File: src/rtl/decode_pkg.sv
// Shared definitions for the instruction decode stage: opcode constants,
// the alu_op encoding and the packed control bundle carried through the
// stage register.
package decode_pkg;

    localparam logic [5:0] OP_RTYPE = 6'b000000;
    localparam logic [5:0] OP_ADDI  = 6'b001000;
    localparam logic [5:0] OP_LI    = 6'b100111;
    localparam logic [5:0] OP_ANDI  = 6'b001100;
    localparam logic [5:0] OP_ORI   = 6'b001101;
    localparam logic [5:0] OP_LW    = 6'b100011;
    localparam logic [5:0] OP_SW    = 6'b101011;
    localparam logic [5:0] OP_BEQ   = 6'b000100;
    localparam logic [5:0] OP_BNE   = 6'b000101;
    localparam logic [5:0] OP_J     = 6'b000010;
    localparam logic [5:0] OP_JAL   = 6'b000011;

    // Link register written by jal.
    localparam logic [4:0] REG_LINK = 5'd31;

    typedef enum logic [1:0] {
        ALU_ADD   = 2'b00,
        ALU_SUB   = 2'b01,
        ALU_FUNCT = 2'b10,
        ALU_LOGIC = 2'b11
    } alu_op_e;

    typedef struct packed {
        logic    reg_write;
        logic    mem_write;
        logic    mem_read;
        logic    reg_dst;
        logic    alu_src;
        logic    branch;
        logic    branch_ne;
        logic    jump;
        logic    link;
        logic    mem_to_reg;
        alu_op_e alu_op;
        logic    zero_ext;   // immediate is zero-extended (logical immediates)
        logic    illegal;    // opcode not recognised
    } ctrl_t;

endpackage

File: src/rtl/ctrl_decode.sv
// Combinational opcode-to-control decoder.
// Ports:
//   opcode_i  in  6   instruction opcode field instr[31:26]
//   ctrl_o    out     decoded control bundle (all strobes 0 and illegal=1
//                     for unknown opcodes)
module ctrl_decode
    import decode_pkg::*;
(
    input  logic [5:0] opcode_i,
    output ctrl_t      ctrl_o
);

    always_comb begin
        ctrl_o        = '0;
        ctrl_o.alu_op = ALU_ADD;
        case (opcode_i)
            OP_RTYPE: begin
                ctrl_o.reg_write = 1'b1;
                ctrl_o.reg_dst   = 1'b1;
                ctrl_o.alu_op    = ALU_FUNCT;
            end
            OP_ADDI, OP_LI: begin
                ctrl_o.reg_write = 1'b1;
                ctrl_o.alu_src   = 1'b1;
            end
            OP_ANDI, OP_ORI: begin
                ctrl_o.reg_write = 1'b1;
                ctrl_o.alu_src   = 1'b1;
                ctrl_o.alu_op    = ALU_LOGIC;
                ctrl_o.zero_ext  = 1'b1;
            end
            OP_LW: begin
                ctrl_o.reg_write  = 1'b1;
                ctrl_o.mem_read   = 1'b1;
                ctrl_o.alu_src    = 1'b1;
                ctrl_o.mem_to_reg = 1'b1;
            end
            OP_SW: begin
                ctrl_o.mem_write = 1'b1;
                ctrl_o.alu_src   = 1'b1;
            end
            OP_BEQ: begin
                ctrl_o.branch = 1'b1;
                ctrl_o.alu_op = ALU_SUB;
            end
            OP_BNE: begin
                ctrl_o.branch    = 1'b1;
                ctrl_o.branch_ne = 1'b1;
                ctrl_o.alu_op    = ALU_SUB;
            end
            OP_J: begin
                ctrl_o.jump = 1'b1;
            end
            OP_JAL: begin
                ctrl_o.reg_write = 1'b1;
                ctrl_o.jump      = 1'b1;
                ctrl_o.link      = 1'b1;
            end
            default: begin
                ctrl_o.illegal = 1'b1;
            end
        endcase
    end

endmodule

File: src/rtl/instr_decode_stage.sv
// Single registered decode stage with valid/ready handshake. An accepted
// instruction word is split into its fields, its immediate extended and its
// opcode decoded; the bundle appears on the outputs the cycle after accept
// and is held until downstream takes it.
// Ports:
//   clk, rst                  clock, asynchronous active-high reset
//   in_valid/in_ready/instr   upstream handshake and 32-bit instruction
//   out_valid/out_ready       downstream handshake for the decoded bundle
//   rs, rt, rd, shamt, funct, imm_ext, jaddr   decoded fields
//   reg_write..mem_to_reg, alu_op              control strobes
//   illegal, illegal_cnt, halted               illegal-opcode status
module instr_decode_stage
    import decode_pkg::*;
#(
    parameter int XLEN            = 32,
    parameter int CNT_W           = 8,
    parameter bit HALT_ON_ILLEGAL = 1'b0
) (
    input  logic             clk,
    input  logic             rst,
    input  logic             in_valid,
    output logic             in_ready,
    input  logic [31:0]      instr,
    output logic             out_valid,
    input  logic             out_ready,
    output logic [4:0]       rs,
    output logic [4:0]       rt,
    output logic [4:0]       rd,
    output logic [4:0]       shamt,
    output logic [5:0]       funct,
    output logic [XLEN-1:0]  imm_ext,
    output logic [25:0]      jaddr,
    output logic             reg_write,
    output logic             mem_write,
    output logic             mem_read,
    output logic             reg_dst,
    output logic             alu_src,
    output logic             branch,
    output logic             branch_ne,
    output logic             jump,
    output logic             link,
    output logic             mem_to_reg,
    output logic [1:0]       alu_op,
    output logic             illegal,
    output logic [CNT_W-1:0] illegal_cnt,
    output logic             halted
);

    function automatic logic [XLEN-1:0] ext_imm(input logic [15:0] imm, input logic zero_ext);
        if (zero_ext) begin
            return XLEN'(imm);
        end
        return XLEN'($signed(imm));
    endfunction

    function automatic logic [CNT_W-1:0] sat_inc(input logic [CNT_W-1:0] v);
        return (&v) ? v : v + 1'b1;
    endfunction

    ctrl_t ctrl_dec;

    ctrl_decode u_ctrl_decode (
        .opcode_i (instr[31:26]),
        .ctrl_o   (ctrl_dec)
    );

    logic             out_valid_q, out_valid_d;
    logic [31:0]      instr_q, instr_d;
    logic [4:0]       rd_q, rd_d;
    logic [XLEN-1:0]  imm_q, imm_d;
    ctrl_t            ctrl_q, ctrl_d;
    logic [CNT_W-1:0] cnt_q, cnt_d;
    logic             halted_q, halted_d;
    logic             accept;

    assign in_ready = (!out_valid_q || out_ready) && !halted_q;
    assign accept   = in_valid && in_ready;

    always_comb begin
        out_valid_d = out_valid_q;
        instr_d     = instr_q;
        rd_d        = rd_q;
        imm_d       = imm_q;
        ctrl_d      = ctrl_q;
        cnt_d       = cnt_q;
        halted_d    = halted_q;
        if (accept) begin
            // Accept wins over drain: a same-cycle accept replaces the bundle.
            out_valid_d = 1'b1;
            instr_d     = instr;
            rd_d        = ctrl_dec.link ? REG_LINK : instr[15:11];
            imm_d       = ext_imm(instr[15:0], ctrl_dec.zero_ext);
            ctrl_d      = ctrl_dec;
            if (ctrl_dec.illegal) begin
                cnt_d    = sat_inc(cnt_q);
                halted_d = HALT_ON_ILLEGAL;
            end
        end else if (out_ready) begin
            out_valid_d = 1'b0;
        end
    end

    always_ff @(posedge clk or posedge rst) begin
        if (rst) begin
            out_valid_q <= 1'b0;
            instr_q     <= '0;
            rd_q        <= '0;
            imm_q       <= '0;
            ctrl_q      <= '0;
            cnt_q       <= '0;
            halted_q    <= 1'b0;
        end else begin
            out_valid_q <= out_valid_d;
            instr_q     <= instr_d;
            rd_q        <= rd_d;
            imm_q       <= imm_d;
            ctrl_q      <= ctrl_d;
            cnt_q       <= cnt_d;
            halted_q    <= halted_d;
        end
    end

    assign out_valid   = out_valid_q;
    assign rs          = instr_q[25:21];
    assign rt          = instr_q[20:16];
    assign rd          = rd_q;
    assign shamt       = instr_q[10:6];
    assign funct       = instr_q[5:0];
    assign imm_ext     = imm_q;
    assign jaddr       = instr_q[25:0];
    assign reg_write   = ctrl_q.reg_write;
    assign mem_write   = ctrl_q.mem_write;
    assign mem_read    = ctrl_q.mem_read;
    assign reg_dst     = ctrl_q.reg_dst;
    assign alu_src     = ctrl_q.alu_src;
    assign branch      = ctrl_q.branch;
    assign branch_ne   = ctrl_q.branch_ne;
    assign jump        = ctrl_q.jump;
    assign link        = ctrl_q.link;
    assign mem_to_reg  = ctrl_q.mem_to_reg;
    assign alu_op      = ctrl_q.alu_op;
    assign illegal     = ctrl_q.illegal;
    assign illegal_cnt = cnt_q;
    assign halted      = halted_q;

endmodule

File: config.mk
export PLATFORM = sky130hd
export DESIGN_NAME = instr_decode_stage
export DESIGN_NICKNAME = d
export VERILOG_FILES = /design/src/rtl/decode_pkg.sv /design/src/rtl/ctrl_decode.sv /design/src/rtl/instr_decode_stage.sv
export SDC_FILE = /design/constraint.sdc
export NUM_CORES = 1
export LEC_CHECK = 0
export BUFFER_PORTS_ARGS = -buffer_cell sky130_fd_sc_hd__buf_2
export CORE_AREA = 2 2 86 88
export CTS_CLUSTER_SIZE = 30
export DETAILED_ROUTE_END_ITERATION = 6
export DIE_AREA = 0 0 88 90
export GPL_ROUTABILITY_DRIVEN = 0
export GPL_TIMING_DRIVEN = 0
export MAX_ROUTING_LAYER = met4
export PLACE_DENSITY_LB_ADDON = 0.15
export REMOVE_ABC_BUFFERS = 1
export SLEW_MARGIN = 20
export SYNTH_ARGS = -nofsm -noshare
export SYNTH_HDL_FRONTEND = slang
export SYNTH_HIERARCHICAL = 1
export SYNTH_SLANG_ARGS = --single-unit
File: constraint.sdc
create_clock -name clk -period 2.6 [get_ports clk]
set_input_delay 0.13 -clock clk [delete_from_list [all_inputs] [get_ports clk]]
set_output_delay 0.13 -clock clk [all_outputs]
set_load 0.01 [all_outputs]
==> results.md, run 1 <==
- Max reg flops: 26
- Port bufs: roughly 140
- Kind of end point of the critical path: register
- WP data required: 2.80 ns
- Setup slack after layout: 0.956 ns
- Dpl hpwl: 3920 um
- Max-slew violation count: 0
- Hold endpoint: instr_q[16]
- Area growth syn-to-layout: 18.3%
- Leakage: 1.70 nW
- Setup TNS: 0 ns
- First-pass GRT wire length: 8790 um
- WP data arrival: 1.84 ns
- Power Dens Cells: 685 nW/um2
- Ant diodes: 0
- Most used DFF post-synth: dfrtp_1
- Antenna violations before repair: 0
- Max Cap Viol: 0
- DR WL/cell: 12.6 um
- FF+latch count, synth: 54
- R2r setup slk: 0.96 ns
- Area leader, netlist: dfrtp_1
- Minimum clock period: 1.64 ns
- Slowest CP cell: nand2_4
- Seq/Total Area, Yosys: 0.490
- Mux share of post-synthesis cell area: 0.172
- Die ar.: 7920 um2
- Core Area: 7020 um2
- Worst vdd ir: 0.000281 V
- Pre-CTS setup slack: ~0.6 ns
- Drt total wl: about 5400 um
- Fraction of registers with async set/reset: 1.00
- Clock Latency Late Sink: about 0.30 ns
- H-tree Lvls: 2
- Layout cell share with drive strength beyond 1: 0.592
- Syn Area/Cell: 11.4 um2
- XOR/XNOR Fraction of Synth Area: 0.00954
- Vias in the first global route: 1792
- Nets: 369
- Largest family of logic cells by synthesized area: multiplexers
- Critical path's largest stage delay: 0.47 ns
- Critical path cell sequence: nor2b_4 -> inv_1 -> nand2_4 -> mux2_2
- IO Count: 144
- Hold Path Depth: 2
- Initial Util: 0.392
- HP Start: instr[16]
- GRT Total Usage: 0.144
- Status: finished, final reports clean
- Largest net degree at the start of global routing: 55
- Hold Crit Class: in2reg
- Post-synth EDFFs: 0
- Initial drt markers: 60
- Die height: 90 um
- Reg2reg end: instr_q[12]
- FF-to-FF Start: out_valid
- Gr ovfl total: 0
- Unrepaired setup endpoints after global routing: false
- Fin util: 0.464
- Synth Area in Simple Gates: 0.130
- Post-synth top area share: 0.490
- Compound-Gate Fraction of Synth Area: 0.0250
- DIE WIDTH: 88 um
- Hold Slack: approximately 0.037 ns
- Drc violations: 0
- Vias/cell: approximately 4.5
- Reg clk slew, reported paths: 0.10 ns
- Rows: 31
- Clk sinks: 54
- # Post-CTS Setup Buffers: 0
- Syn. warnings: 6
- Worst slew margin: 0.514
- Drt first pass iters: 4
- Final worst-path cycle share: 0.632
- Setup Viol. Count Final: 0
- Fill cell total of the finished layout: around 700
- Fin. Hold Viols: 0
- TritonCTS clock tree: done
- Post-route ant nets: 0
- F_max: 0.608 GHz
- Startpoint Class: register
- Crit Path Category: reg2reg
- Buf/Inv on CP: 1
- Post-cts resize count: 0
- Post-Synthesis Cell Area: 2760 um2
- R2R depth: 4
- Max Root-Sink Buffers: 2
- Ranking of synthesized cells by area: dfrtp_1 (49%), buf_4 (16%), mux2_2 (15%), mux2_1 (2.0%), nand2_1 (2.0%)
- Final Instance Area: 3260 um2
- Routed vias: 1944
- Slew @ Worst Pin: 0.727 ns
- Worst Skew: approximately 0.0051 ns
- Num CTS Buffers: 5
- Placed instance area: 3150 um2
- Largest Register: instr_q
- Post-Synth Adder-Cell Area: 0.00454
- Synth unique cells: 36
- Cells after synthesis: 242
- Critical path's top delay family: simple AND/OR/NAND/NOR gates
- CP Max Fanout: 51
- Clock Tree Root: clkbuf_8
## layer usage
layer  track usage  part of all wire
met1         0.191              0.43
met2         0.220              0.49
met3        0.0358             0.075
met4        0.0410            0.0057
met5             -                 0
## cell families after synthesis
logic type / after synthesis
DFF: 54
buffers and inverters: 63
muxes: 42
xor gates and xnor gates: 3
AOI/OAI and AO/OA: 13
and+or+nand+nor: 65
adders and majority gates: 1
other: 1
## synthesized netlist by cell type (all sizes together), types with 2 or more instances
cell type,number
inv,3
xor2,2
nor2,17
and2,2
buf,60
nand3,6
a21oi,4
nor4,2
mux2,42
and3,2
dfrtp,54
o21ai,8
nor4b,2
nand2,17
or3,2
nor3,3
nand2b,6
## metrics by stage
stage / power (mW) / instances
CTS: 2.28 / 432
floorplan: 1.43 / 182
global placement: 1.75 / 423
detailed placement: 1.77 / 423
global route: 2.39 / 432
finish: 2.23 / 432
## worst register-to-register path, delay by kind of cell (launching register included)
kind,cells,cell delay [ns]
buffers and inverters,1,0.11
muxes,1,0.45
DFF,1,0.35
and+or+nand+nor,2,0.65
## cell usage in the layout (no fill, tap or decap), types with 4 or more instances in the layout
cell type and n:
buf_2 142, nand2b_1 6, mux2_2 37, nand2_1 15, nand3_1 6, clkbuf_8 6
a21oi_1 4, nor2_1 15, dfrtp_1 54, o21ai_0 8, mux2_1 5
## how the worst max path moves through the flow
| stage | from | endpoint | cells past startpoint |
|---|---|---|---|
| floorplan | out_valid | alu_op[0] | 4 |
| global placement | rst | reg_dst | 2 |
| detailed placement | out_valid | instr_q[1] | 4 |
| CTS | out_valid | instr_q[23] | 4 |
| global route | out_valid | mem_to_reg | 4 |
| finish | out_valid | instr_q[12] | 4 |
## layout make-up
class / instances / area (um2) / area share
flip-flops and latches: 54 / 1350 / 0.415
multi-input cells: 125 / 955 / 0.293
repair buffers: 143 / 721 / 0.221
well taps: 99 / 124 / 0.0380
clock buffers: 7 / 86.3 / 0.0265
inverters: 3 / 13.8 / 0.00422
clock inverters: 1 / 8.76 / 0.00269
## repair_timing
item | CTS | global route
hold buffers | 1 | 0
endpoints found under the hold margin | 54 | 0
setup endpoints to repair | 0 | 0
## power by group
group	internal [mW]	leakage [nW]	switching [mW]
clock network	0.221	0.0489	0.275
logic	0.306	0.989	0.339
registers	0.968	0.666	0.122
Power figures use the tool's default switching activity.
==> run 2: changes to the inputs <==
==> constraint.sdc (replaced) <==
create_clock -name clk -period 1.6 [get_ports clk]
set_input_delay 0.08 -clock clk [delete_from_list [all_inputs] [get_ports clk]]
set_output_delay 0.08 -clock clk [all_outputs]
set_load 0.01 [all_outputs]
==> results.md, run 2 (same netlist as run 1, synthesis figures left out) <==
- Fin. Hold Viols: 0
- Max Cap Viol: 0
- Worst slew margin: 0.514
- Layout cell share with drive strength beyond 1: 0.562
- GR Util met3: 0.0331
- Max Root-Sink Buffers: 2
- Highest-count cells in the layout ignoring fill and taps: buf_2 (142), dfrtp_1 (54), mux2_2 (37), dlygate4sd3_1 (22), nand2_1 (15)
- Core Area: 7020 um2
- Max-slew violation count: 0
- WP data required: 1.79 ns
- Die ar.: 7920 um2
- Ant diodes: 0
- Die height: 90 um
- DP Cell Count: around 420
- WP data arrival: about 1.7 ns
- Power Dens Cells: around 1100 nW/um2
- M2 GR Usage: 0.242
- Status: finished, final reports clean
- Reg clk slew, reported paths: 0.10 ns
- Area growth syn-to-layout: 26.3%
- Initial drt markers: 51
- Slowest CP cell: or3_4
- Fin util: 0.496
- Final worst-path cycle share: 0.929
- Worst Skew: 0.00623 ns
- H-tree Lvls: 2
- Max reg flops: 26
- Nets: 390
- Drt first pass iters: 4
- Largest Register: instr_q
- Drt total wl: 5690 um
- Met1 capacity usage during global routing: 0.197
- # Post-CTS Setup Buffers: 0
- DIE WIDTH: 88 um
- Unrepaired setup endpoints after global routing: false
- Vias in the first global route: 1936
- Gr ovfl total: 0
- Clock Tree Root: clkbuf_8
- TritonCTS clock tree: done
- Hold Crit Class: in2reg
- Vias/cell: roughly 4.5
- Setup slack after layout: 0.114 ns
- Leakage: 1.79 nW
- Critical path cell sequence: buf_2 -> and2_4 -> or3b_1 -> a31o_1 -> nand2_1 -> or3_4 -> nor2_2 -> mux2_1
- Dpl hpwl: 3920 um
- F_max: 0.673 GHz
- Final Instance Area: 3480 um2
- Worst setup startpoint: instr[29]
- Port bufs: 142
- Slew @ Worst Pin: 0.727 ns
- Largest net degree at the start of global routing: 55
- Num CTS Buffers: 5
- FF-to-FF Start: out_valid
- Rows: 31
- Initial Util: 0.392
- Placed instance area: 3150 um2
- Pre-CTS setup slack: -0.415 ns
- Post-route ant nets: 0
- Final non-filler cell total: 453
- DR WL/cell: 12.6 um
- Startpoint Class: input pin
- Gr busiest metal: met2
- Worst vdd ir: ~0.00046 V
- Minimum clock period: 1.49 ns
- Drc violations: 0
- Critical path's largest stage delay: 0.41 ns
- Kind of end point of the critical path: register
- Setup Viol. Count Final: 0
- Crit Path Category: in2reg
- Clk sinks: 54
- Routed vias: 2028
- Clock Latency Late Sink: 0.30 ns
- First-pass GRT wire length: 9320 um
- Antenna violations before repair: 0
- CP Max Fanout: 10
- HP Start: instr[14]
- GRT Total Usage: 0.153
- IO Count: ~140
- Most common cell after layout, fill and taps aside: buf_2
-- run 2: changes by cell type in the layout (fill, tap and decap cells not counted) --
cell,previous run,this run
dlygate4sd3_1,1,22
inv_1,2,1
inv_2,0,1
nand2_4,2,1
nand2_8,0,1
nor2_1,15,14
nor2_2,2,3
-- run 2: through the flow --
| step | power [mW] | hold WS (ns) | TNS (ns) |
|---|---|---|---|
| 6_report | 3.68 | 0.0230 | 0 |
| 3_5_place_dp | 2.87 | 0.241 | -17.57 |
| 4_1_cts | 3.74 | 0.00118 | 0 |
| 2_1_floorplan | 2.33 | 0.188 | -7.15 |
| 3_3_place_gp | 2.85 | 0.296 | -51.04 |
| 5_1_grt | 3.93 | 0.00304 | 0 |
-- run 2: worst paths after layout --
| kind | cells past startpoint | end | slack, ns |
|---|---|---|---|
| worst max-delay path | 8 | illegal_cnt[5] | 0.11 |
| max in group asynchronous | 3 | reg_write | 0.73 |
| worst max register to register | 4 | illegal_cnt[5] | 0.15 |
| min in group asynchronous | 3 | instr_q[2] | 0.43 |
| worst min register to register | 2 | illegal | 0.48 |
| worst min-delay path | 2 | instr_q[14] | 0.02 |
-- run 2: final cells by class --
cell class / count / area (um2)
Tap cell: 99 / 124
Timing Repair Buffer: 164 / 931
Inverter: 3 / 13.8
Clock inverter: 1 / 8.76
Fill cell: 661 / 3540
Multi-Input combinational cell: 125 / 966
Sequential cell: 54 / 1350
Clock buffer: 7 / 86.3
-- run 2: worst max-delay path: cells and delay by family --
kind                   cells  cell delay [ns]
and+or+nand+nor            5             0.92
buffers and inverters      1             0.18
muxes                      1             0.32
AOI/OAI and AO/OA          1             0.17
-- run 2: what timing repair did --
action | in CTS | in global routing
pin swaps | 0 | 1
hold buffers | 18 | 4
resized for setup | 2 | 2
endpoints found under the hold margin | 71 | 4
setup endpoints to repair | 45 | 9
-- run 2: routing by layer --
| layer | part of all wire | wire length, um |
|---|---|---|
| met3 | 0.063 | 359 |
| met2 | 0.50 | 2870 |
| met5 | 0 | 0 |
| met1 | 0.43 | 2430 |
| met4 | 0.0055 | 31 |
-- run 2: power breakdown --
part / switching [mW] / leakage, nW / internal (mW)
clock: 0.451 / 0.0489 / 0.359
sequential: 0.201 / 0.666 / 1.57
combinational: 0.562 / 1.07 / 0.532
total: 1.21 / 1.79 / 2.46
==> run 3: changes to the inputs <==
--- a/config.mk
+++ b/config.mk
@@ -7,6 +7,7 @@
 export LEC_CHECK = 0
 export BUFFER_PORTS_ARGS = -buffer_cell sky130_fd_sc_hd__buf_2
 export CORE_AREA = 2 2 86 88
+export CTS_BUF_LIST = sky130_fd_sc_hd__clkbuf_2 sky130_fd_sc_hd__clkbuf_4 sky130_fd_sc_hd__clkbuf_8
 export CTS_CLUSTER_SIZE = 30
 export DETAILED_ROUTE_END_ITERATION = 6
 export DIE_AREA = 0 0 88 90
==> constraint.sdc (replaced) <==
create_clock -name clk -period 1.8 [get_ports clk]
set_input_delay 0.09 -clock clk [delete_from_list [all_inputs] [get_ports clk]]
set_output_delay 0.09 -clock clk [all_outputs]
set_load 0.01 [all_outputs]
==> results.md, run 3 (same netlist as run 1, synthesis figures left out) <==
- Status: finished, final reports clean
- Int Power: 2.18 mW
- IO Count: 144
- Clk pwr share: 0.226
- Area growth syn-to-layout: 20.6%
- Initial drt markers: 56
- Drc violations: 0
- Hold Path Depth: 2
- Hold Crit Class: in2reg
- Hold endpoint: instr_q[3]
- R2r setup slk: 0.16 ns
- # Post-CTS Setup Buffers: 0
- Die ar.: 7920 um2
- Vias in the first global route: 1802
- HP Start: instr[3]
- Startpoint Class: register
- Gr ovfl total: 0
- Fin. Hold Viols: 0
- Worst slew margin: 0.504
- Vias/cell: 4.47
- Worst vdd ir: 0.000404 V
- Nets: 375
- Max Root-Sink Buffers: 2
- First-pass GRT wire length: 8890 um
- DR WL/cell: 12.6 um
- Seq pwr share: 0.484
- Core Area: ~7000 um2
- Setup Viol. Count Final: 0
- F_max: 0.608 GHz
- Num CTS Buffers: 5
- Routed vias: 1959
- Kind of end point of the critical path: register
- Rows: 31
- Port bufs: 142
- Psw: between 1 and 1.5 mW
- Crit Path Category: reg2reg
- Reg clk slew, reported paths: 0.10 ns
- DIE WIDTH: 88 um
- Total Power: 3.25 mW
- Post-route ant nets: 0
- Die height: 90 um
- Pre-CTS setup slack: -0.215 ns
- Minimum clock period: 1.64 ns
- Ant diodes: 0
- Power Dens Cells: 979 nW/um2
- Worst Skew: 0.00836 ns
- Clk sinks: 54
- GRT Total Usage: 0.145
- Placed instance area: around 3100 um2
- Final worst-path cycle share: 0.914
- Max-slew violation count: 0
- Clock Tree Root: clkbuf_8
- Max reg flops: 26
- Setup slack after layout: 0.155 ns
- Slew @ Worst Pin: 0.742 ns
- WP data arrival: 1.84 ns
- Hold Slack: about 0.012 ns
- Unrepaired setup endpoints after global routing: false
- H-tree Lvls: 2
- Max Cap Viol: 0
- Largest Register: instr_q
- Most common cell after layout, fill and taps aside: buf_2
- FF-to-FF Start: out_valid
- WP data required: 1.99 ns
- Switching share of total power: 0.329
- Clock Latency Late Sink: 0.30 ns
- Comb pwr share: 0.290
- Leakage: 1.73 nW
- Initial Util: 0.392
- Drt total wl: 5510 um
- Highest-count cells in the layout ignoring fill and taps: buf_2 (142), dfrtp_1 (54), mux2_2 (37), nor2_1 (15), nand2_1 (15)
- Layout cell share with drive strength beyond 1: 0.584
- TritonCTS clock tree: done
- Reg2reg end: instr_q[2]
- Antenna violations before repair: 0
- Dpl hpwl: 3920 um
- R2R depth: 4
- CP Max Fanout: a little over 50
- Largest net degree at the start of global routing: 55
- Drt first pass iters: 4
- Final Instance Area: about 3300 um2
## run 3: worst max-delay path by stage
stage | from | to | slack [ns] | depth (start not counted)
floorplan | out_valid | alu_op[0] | 0.01 | 4
global placement | rst | reg_dst | -0.41 | 2
detailed placement | out_valid | instr_q[1] | -0.21 | 4
CTS | out_valid | instr_q[23] | 0.12 | 4
global route | out_valid | mem_to_reg | 0.003 | 4
finish | out_valid | instr_q[2] | 0.16 | 4
## run 3: power by group through the flow
stage	clock (mW)	sequential [mW]	combinational [mW]
3_3_place_gp	0	1.59	0.941
5_1_grt	0.829	1.61	1.03
2_1_floorplan	0	1.77	0.298
4_1_cts	0.772	1.58	0.955
3_5_place_dp	0	1.60	0.948
6_report	0.737	1.57	0.943
## run 3: layout make-up
type,instances,area [um2]
Fill cell,677,3700
Sequential cell,54,1350
Multi-Input combinational cell,125,955
Timing Repair Buffer,149,781
Tap cell,99,124
Clock buffer,7,90.1
Inverter,3,13.8
Clock inverter,1,8.76
## run 3: what timing repair did
| item | in CTS | in global routing |
|---|---|---|
| endpoints found under the setup margin | 44 | 0 |
| hold buffers | 4 | 3 |
| gates resized for setup | 1 | 0 |
| endpoints found under the hold margin | 57 | 3 |
## run 3: layer usage
metal	vias up	routed length [um]	global-route usage
met3	2	364	0.0303
li1	952	-	-
met4	0	31	0.0385
met5	-	0	-
met1	924	2420	0.195
met2	81	2690	0.223
## run 3: through the flow
stage	utilization	setup TNS (ns)	instances
detailed placement	0.449	-8.12	423
global placement	0.447	-31.34	423
finish	0.473	0	438
floorplan	-	0	182
CTS	0.469	0	435
global route	0.473	0	438
## run 3: critical path, stage by stage, from the launching register on
cell and delay, ns:
dfrtp_1 0.35, nor2b_4 0.18, inv_1 0.11, nand2_4 0.47
mux2_2 0.40
